--- config.mk ---
export PLATFORM = sky130hd
export DESIGN_NAME = cacheline_mem_arbiter
export DESIGN_NICKNAME = d
export VERILOG_FILES = /design/src/rtl/cacheline_mem_arb_pkg.sv /design/src/rtl/mem_burst_collector.sv /design/src/rtl/cacheline_mem_arbiter.sv
export SDC_FILE = /design/constraint.sdc
export NUM_CORES = 1
export LEC_CHECK = 0
export ABC_CLOCK_PERIOD_IN_PS = 3900
export BUFFER_PORTS_ARGS = -buffer_cell sky130_fd_sc_hd__buf_2
export CELL_PAD_IN_SITES_DETAIL_PLACEMENT = 0
export CELL_PAD_IN_SITES_GLOBAL_PLACEMENT = 1
export CORE_AREA = 2 2 407 409
export DETAILED_ROUTE_END_ITERATION = 8
export DIE_AREA = 0 0 409 411
export PLACE_DENSITY = 0.54
export SLEW_MARGIN = 20
export SYNTH_ARGS = -nofsm -noshare
export SYNTH_HDL_FRONTEND = slang
export SYNTH_HIERARCHICAL = 1
export SYNTH_SLANG_ARGS = --single-unit
--- constraint.sdc ---
create_clock -name clk -period 3.9 [get_ports clk]
set_input_delay 0.39 -clock clk [delete_from_list [all_inputs] [get_ports clk]]
set_output_delay 0.39 -clock clk [all_outputs]
set_load 0.02 [all_outputs]
--- src/rtl/cacheline_mem_arb_pkg.sv ---
// Shared line geometry and enum types for the I/D-cache burst-memory arbiter.
package cacheline_mem_arb_pkg;

    localparam int BEAT_W    = 64;
    localparam int BURST_LEN = 4;
    localparam int LINE_W    = BEAT_W * BURST_LEN;

    typedef logic [LINE_W-1:0] line_t;
    typedef logic [BEAT_W-1:0] beat_t;

    typedef enum logic [1:0] {
        IDLE,
        RD_ISSUE,
        WR_ISSUE,
        WR_DONE
    } arb_state_t;

    typedef enum logic {
        SRC_I,
        SRC_D
    } req_src_t;

endpackage

--- src/rtl/mem_burst_collector.sv ---
// Deserializes a returning memory burst into one cache line.
// done is combinational with the last beat so the owner can register the line that same edge.
module mem_burst_collector #(
    parameter int ADDR_W    = 32,
    parameter int BEAT_W    = 64,
    parameter int BURST_LEN = 4
) (
    input  logic                        clk,
    input  logic                        rst_n,
    input  logic                        rvalid,
    input  logic [BEAT_W-1:0]           rdata,
    input  logic [ADDR_W-1:0]           raddr,
    output logic [BEAT_W*BURST_LEN-1:0] line,
    output logic [ADDR_W-1:0]           addr,
    output logic                        done
);

    localparam int LINE_W = BEAT_W * BURST_LEN;
    localparam int CNT_W  = (BURST_LEN > 1) ? $clog2(BURST_LEN) : 1;
    localparam logic [CNT_W-1:0] LAST = CNT_W'(BURST_LEN - 1);

    logic [CNT_W-1:0]  cnt_p0;
    logic [LINE_W-1:0] line_p0;

    // Beat counter only moves on rvalid, so gaps inside a burst simply stall it.
    always_ff @(posedge clk or negedge rst_n) begin
        if (!rst_n) begin
            cnt_p0 <= '0;
        end else if (rvalid) begin
            cnt_p0 <= (cnt_p0 == LAST) ? '0 : cnt_p0 + CNT_W'(1);
        end
    end

    always_ff @(posedge clk) begin
        if (rvalid) begin
            line_p0[cnt_p0*BEAT_W +: BEAT_W] <= rdata;
        end
    end

    always_comb begin
        line = line_p0;
        line[LINE_W-1 -: BEAT_W] = rdata;
    end

    assign addr = raddr;
    assign done = rvalid && (cnt_p0 == LAST);

endmodule

--- src/rtl/cacheline_mem_arbiter.sv ---
// Shares one burst-memory port between the I-cache (reads) and D-cache (reads/writes).
// Define CACHELINE_MEM_ARB_PERF_EN to add saturating read/write/stall counters.
module cacheline_mem_arbiter
    import cacheline_mem_arb_pkg::arb_state_t, cacheline_mem_arb_pkg::IDLE,
           cacheline_mem_arb_pkg::RD_ISSUE, cacheline_mem_arb_pkg::WR_ISSUE,
           cacheline_mem_arb_pkg::WR_DONE, cacheline_mem_arb_pkg::req_src_t,
           cacheline_mem_arb_pkg::SRC_I, cacheline_mem_arb_pkg::SRC_D;
#(
    parameter int ADDR_W    = 32,
    parameter int BEAT_W    = 64,
    parameter int BURST_LEN = 4
) (
    input  logic                        clk,
    input  logic                        rst_n,
    input  logic [ADDR_W-1:0]           i_addr,
    input  logic                        i_read,
    output logic [BEAT_W*BURST_LEN-1:0] i_rdata,
    output logic                        i_resp,
    input  logic [ADDR_W-1:0]           d_addr,
    input  logic                        d_read,
    input  logic                        d_write,
    input  logic [BEAT_W*BURST_LEN-1:0] d_wdata,
    output logic [BEAT_W*BURST_LEN-1:0] d_rdata,
    output logic                        d_resp,
    output logic [ADDR_W-1:0]           bmem_addr,
    output logic                        bmem_read,
    output logic                        bmem_write,
    output logic [BEAT_W-1:0]           bmem_wdata,
    input  logic                        bmem_ready,
    input  logic [ADDR_W-1:0]           bmem_raddr,
    input  logic [BEAT_W-1:0]           bmem_rdata,
    input  logic                        bmem_rvalid
`ifdef CACHELINE_MEM_ARB_PERF_EN
    ,
    output logic [31:0]                 perf_rd_cnt,
    output logic [31:0]                 perf_wr_cnt,
    output logic [31:0]                 perf_stall_cnt
`endif
);

    localparam int LINE_W = BEAT_W * BURST_LEN;
    localparam int OFF_W  = $clog2(LINE_W / 8);
    localparam int CNT_W  = (BURST_LEN > 1) ? $clog2(BURST_LEN) : 1;
    localparam logic [CNT_W-1:0]  LAST_BEAT = CNT_W'(BURST_LEN - 1);
    localparam logic [ADDR_W-1:0] LINE_MASK = {ADDR_W{1'b1}} << OFF_W;

    arb_state_t        state;
    req_src_t          rr;
    logic              pend_i;
    logic              pend_d;
    logic              d_is_wr;
    logic [ADDR_W-1:0] addr_i;
    logic [ADDR_W-1:0] addr_d;
    logic [CNT_W-1:0]  beat_cnt;
    logic [CNT_W-1:0]  beat_nxt;

    logic [LINE_W-1:0] col_line;
    logic [ADDR_W-1:0] col_addr;
    logic              col_done;

    logic cand_i;
    logic cand_d;
    logic grant_i;
    logic grant_d;
    logic hit_i;
    logic hit_d;

    mem_burst_collector #(
        .ADDR_W    (ADDR_W),
        .BEAT_W    (BEAT_W),
        .BURST_LEN (BURST_LEN)
    ) u_collector (
        .clk    (clk),
        .rst_n  (rst_n),
        .rvalid (bmem_rvalid),
        .rdata  (bmem_rdata),
        .raddr  (bmem_raddr),
        .line   (col_line),
        .addr   (col_addr),
        .done   (col_done)
    );

    // A source stays ineligible from grant until the edge that ends its resp pulse.
    assign cand_i   = i_read && !pend_i;
    assign cand_d   = (d_read || d_write) && !pend_d;
    assign grant_i  = cand_i && (!cand_d || rr == SRC_I);
    assign grant_d  = cand_d && !grant_i;
    assign beat_nxt = beat_cnt + CNT_W'(1);

    assign hit_i = col_done && pend_i && ((col_addr & LINE_MASK) == addr_i);
    assign hit_d = col_done && pend_d && !d_is_wr && ((col_addr & LINE_MASK) == addr_d);

    always_ff @(posedge clk or negedge rst_n) begin
        if (!rst_n) begin
            state      <= IDLE;
            rr         <= SRC_I;
            pend_i     <= 1'b0;
            pend_d     <= 1'b0;
            d_is_wr    <= 1'b0;
            addr_i     <= '0;
            addr_d     <= '0;
            beat_cnt   <= '0;
            bmem_addr  <= '0;
            bmem_read  <= 1'b0;
            bmem_write <= 1'b0;
            bmem_wdata <= '0;
            i_resp     <= 1'b0;
            d_resp     <= 1'b0;
            i_rdata    <= '0;
            d_rdata    <= '0;
        end else begin
            i_resp <= hit_i;
            d_resp <= hit_d;
            if (hit_i) i_rdata <= col_line;
            if (hit_d) d_rdata <= col_line;
            if (i_resp) pend_i <= 1'b0;
            if (d_resp) pend_d <= 1'b0;

            case (state)
                IDLE: begin
                    if (grant_i) begin
                        pend_i    <= 1'b1;
                        addr_i    <= i_addr & LINE_MASK;
                        bmem_addr <= i_addr & LINE_MASK;
                        bmem_read <= 1'b1;
                        state     <= RD_ISSUE;
                        if (cand_d) rr <= SRC_D;
                    end else if (grant_d) begin
                        pend_d    <= 1'b1;
                        d_is_wr   <= d_write;
                        addr_d    <= d_addr & LINE_MASK;
                        bmem_addr <= d_addr & LINE_MASK;
                        if (cand_i) rr <= SRC_I;
                        // Simultaneous d_read and d_write is treated as a write.
                        if (d_write) begin
                            bmem_write <= 1'b1;
                            bmem_wdata <= d_wdata[BEAT_W-1:0];
                            beat_cnt   <= '0;
                            state      <= WR_ISSUE;
                        end else begin
                            bmem_read <= 1'b1;
                            state     <= RD_ISSUE;
                        end
                    end
                end
                RD_ISSUE: begin
                    if (bmem_ready) begin
                        bmem_read <= 1'b0;
                        bmem_addr <= '0;
                        state     <= IDLE;
                    end
                end
                WR_ISSUE: begin
                    if (bmem_ready) begin
                        if (beat_cnt == LAST_BEAT) begin
                            bmem_write <= 1'b0;
                            bmem_wdata <= '0;
                            bmem_addr  <= '0;
                            d_resp     <= 1'b1;
                            state      <= WR_DONE;
                        end else begin
                            beat_cnt   <= beat_nxt;
                            bmem_wdata <= d_wdata[beat_nxt*BEAT_W +: BEAT_W];
                        end
                    end
                end
                WR_DONE: begin
                    state <= IDLE;
                end
                default: begin
                    state <= IDLE;
                end
            endcase
        end
    end

`ifdef CACHELINE_MEM_ARB_PERF_EN
    function automatic logic [31:0] sat_inc(input logic [31:0] v);
        return (v == '1) ? v : v + 32'd1;
    endfunction

    always_ff @(posedge clk or negedge rst_n) begin
        if (!rst_n) begin
            perf_rd_cnt    <= '0;
            perf_wr_cnt    <= '0;
            perf_stall_cnt <= '0;
        end else begin
            if (bmem_read && bmem_ready)
                perf_rd_cnt <= sat_inc(perf_rd_cnt);
            if (state == WR_ISSUE && bmem_ready && beat_cnt == LAST_BEAT)
                perf_wr_cnt <= sat_inc(perf_wr_cnt);
            if ((bmem_read || bmem_write) && !bmem_ready)
                perf_stall_cnt <= sat_inc(perf_stall_cnt);
        end
    end
`endif

endmodule

==> metrics.md <==
| Metric | Value |
|---|---|
| PnR worst setup slack | `825 ps` |
| Switch share | `0.337` |
| Dpl ws | `791 ps` |
| Vias/cell | `4.26` |
| CP Capture Type | `flop` |
| Switching pwr | `9540 µW` |
| Critical-path cell list | `ha_1, and2_1, nand4b_1, nor4_1, buf_4, nand4_1, buf_12, mux2_2` |
| CP max FO | `113` |
| DRC | `0` |
| GRT Util Overall | `0.170` |
| Delay-heaviest family, CP | `simple AND/OR/NAND/NOR gates` |
| Power share of the clock group | `0.340` |
| Critical path data required time | `4490 ps` |
| Site Rows | `149` |
| CTS H-tree depth | `3` |
| Initial core utilization | `0.219` |
| First-pass GRT wire length | `205 mm` |
| Final instance area | `48300 µm²` |
| Root Driver | `clkbuf_16` |
| Fin nets | `3911` |
| Worst-Skew Late Latency | `730 ps` |
| Logic pwr share | `0.268` |
| Die ar. | `168000 µm²` |
| Ratio of cells with drive above 1 in the final layout | `0.528` |
| Synth warn | `6` |
| Fin util | `0.295` |
| Buffers added on ports | `1014` |
| TritonCTS Buffers | `101` |
| DR WL/cell | `25.6 µm` |
| # fillers | `16.9k` |
| Max transition margin | `0.326` |
| Flop pwr share | `0.392` |
| Grt ovf | `0` |
| WL final | `148 mm` |
| Die H | `411 µm` |
| CORE AREA | `164000 µm²` |
| Initial DRC count | `1620` |
| Crit path launch type | `flop` |
| VDD IR max | `0.000376 V` |
| Largest net degree at the start of global routing | `114` |
| Power density cells | `586 nW/µm²` |
| Gate Count Post-Synth | `2374` |
| PostCTS Resize Cnt | `0` |
| Vias | `24.6k` |
| Buf/Inv on CP | `2` |
| Slew Limit Fails | `0` |
| DP HPWL | `112 mm` |
| Clock-pin transition on the worst setup and hold timing paths | `60 ps` |
| Max_cap viols | `0` |
| Vias in the first global route | `25.4k` |
| Die Wd | `409 µm` |
| Initial antenna violation count | `68` |
| Layout area overhead | `34.3%` |
| CP max stage cell | `dfrtp_1` |
| Clock sink total | `863` |
| Syn avg cell area | `15.1 µm²` |
| Critical Path Max Stage Delay | `530 ps` |
| Final Cycle Share | `0.788` |
| Worst clock skew | `59.8 ps` |
| Post-CTS Setup Inserts | `0` |
| Post-layout min period | `3070 ps` |
| Final setup viols | `0` |
| Max Root-Sink Buffers | `3` |
| Cell Area, Synth | `36000 µm²` |
| Placed cell area | `43300 µm²` |
| Antenna-violating nets left | `0` |
| GPL Wtd Cong | `0.831` |
| Slew @ Worst Pin | `1010 ps` |
| Fin Setup TNS | `0 ps` |
| Worst EP arrival | `3660 ps` |
| I/O Pins | `1035` |
| Unrepaired setup endpoints after global routing | `no` |
| Leakage power | `0.0244 µW` |
| Detailed Routing Iterations Pass 1 | `5` |
| Critical path type | `reg -> reg` |
| Status | `complete, no violations` |
| Final hold violations | `0` |
| Fmax | `325 MHz` |
| Worst min path class | `in -> reg` |
| Total power | `28300 µW` |
| Pint | `18800 µW` |
| CTS tree | `done` |
-- registers in the layout, summed over array words and instances (netlist names), 2 cells and up --
name                 cells
bmem_addr               27
beat_cnt                 2
addr_d                  27
bmem_wdata              64
addr_i                  27
d_rdata                256
u_collector/cnt_p0       2
state                    2
u_collector/line_p0    192
i_rdata                256
-- power by group through the flow --
| stage | Clock [µW] | Combinational, µW | Sequential (µW) |
|---|---|---|---|
| final | 9630 | 7580 | 11100 |
| after global placement | 0 | 7580 | 11200 |
| after floorplan | 0 | 4010 | 11600 |
| after detailed placement | 0 | 7600 | 11200 |
| after global routing | 10300 | 8200 | 11200 |
| after CTS | 10000 | 7750 | 11100 |
-- worst paths after layout --
kind                                                        start                  endpoint  slack, ps  depth (start not counted)
worst min-delay path                                   d_addr[30]    addr_d[30]$_DFFE_PN0P_         50                          2
max in group asynchronous                                   rst_n    d_rdata[1]$_DFFE_PN0P_       2470                          3
worst max-delay path            u_collector/cnt_p0[0]$_DFFE_PN0P_  d_rdata[168]$_DFFE_PN0P_        830                          8
worst min register to register                   d_resp$_DFF_PN0_          pend_d$_DFF_PN0_        460                          1
worst max register to register  u_collector/cnt_p0[0]$_DFFE_PN0P_  d_rdata[168]$_DFFE_PN0P_        830                          8
min in group asynchronous                                   rst_n  i_rdata[157]$_DFFE_PN0P_        320                          2
-- what timing repair did --
item / CTS / global route
endpoints found under the setup margin: 0 / 0
hold buffers: 157 / 0
endpoints found under the hold margin: 345 / 0
-- cell type report --
type / count / area, µm² / area share
inverter: 73 / 274 / 0.00567
timing repair buffer: 1241 / 7530 / 0.156
tap: 2189 / 2740 / 0.0567
antenna: 22 / 55.1 / 0.00114
sequential: 863 / 22600 / 0.467
multi-input combinational: 1197 / 11700 / 0.243
clock buffer: 158 / 3000 / 0.0620
clock inverter: 33 / 383 / 0.00793
-- metrics by stage --
step | hold slack [ps] | instances
6_report | 51.2 | 5776
5_1_grt | 26.2 | 5764
4_1_cts | 1.37 | 5754
3_5_place_dp | 458 | 5406
3_3_place_gp | 454 | 5406
2_1_floorplan | 94.4 | 2378
-- routing by layer --
layer  part of all wire  vias up  global-route usage
met1               0.39    12700               0.201
met3              0.088      247              0.0633
li1                   -    10800                   -
met4              0.028       48              0.0483
met2               0.49      868               0.288
met5             0.0021        -                   0
-- cell usage in the layout (no fill, tap or decap), drive strengths merged, types with 64 or more instances in the layout --
| cell type | n |
|---|---|
| a21oi | 68 |
| and2 | 91 |
| and3 | 105 |
| buf | 1084 |
| clkbuf | 158 |
| dfrtp | 671 |
| dlygate4sd3 | 157 |
| edfxtp | 192 |
| inv | 77 |
| mux2 | 566 |
| mux4 | 64 |
Note: power is estimated with default switching activity, not from simulation.
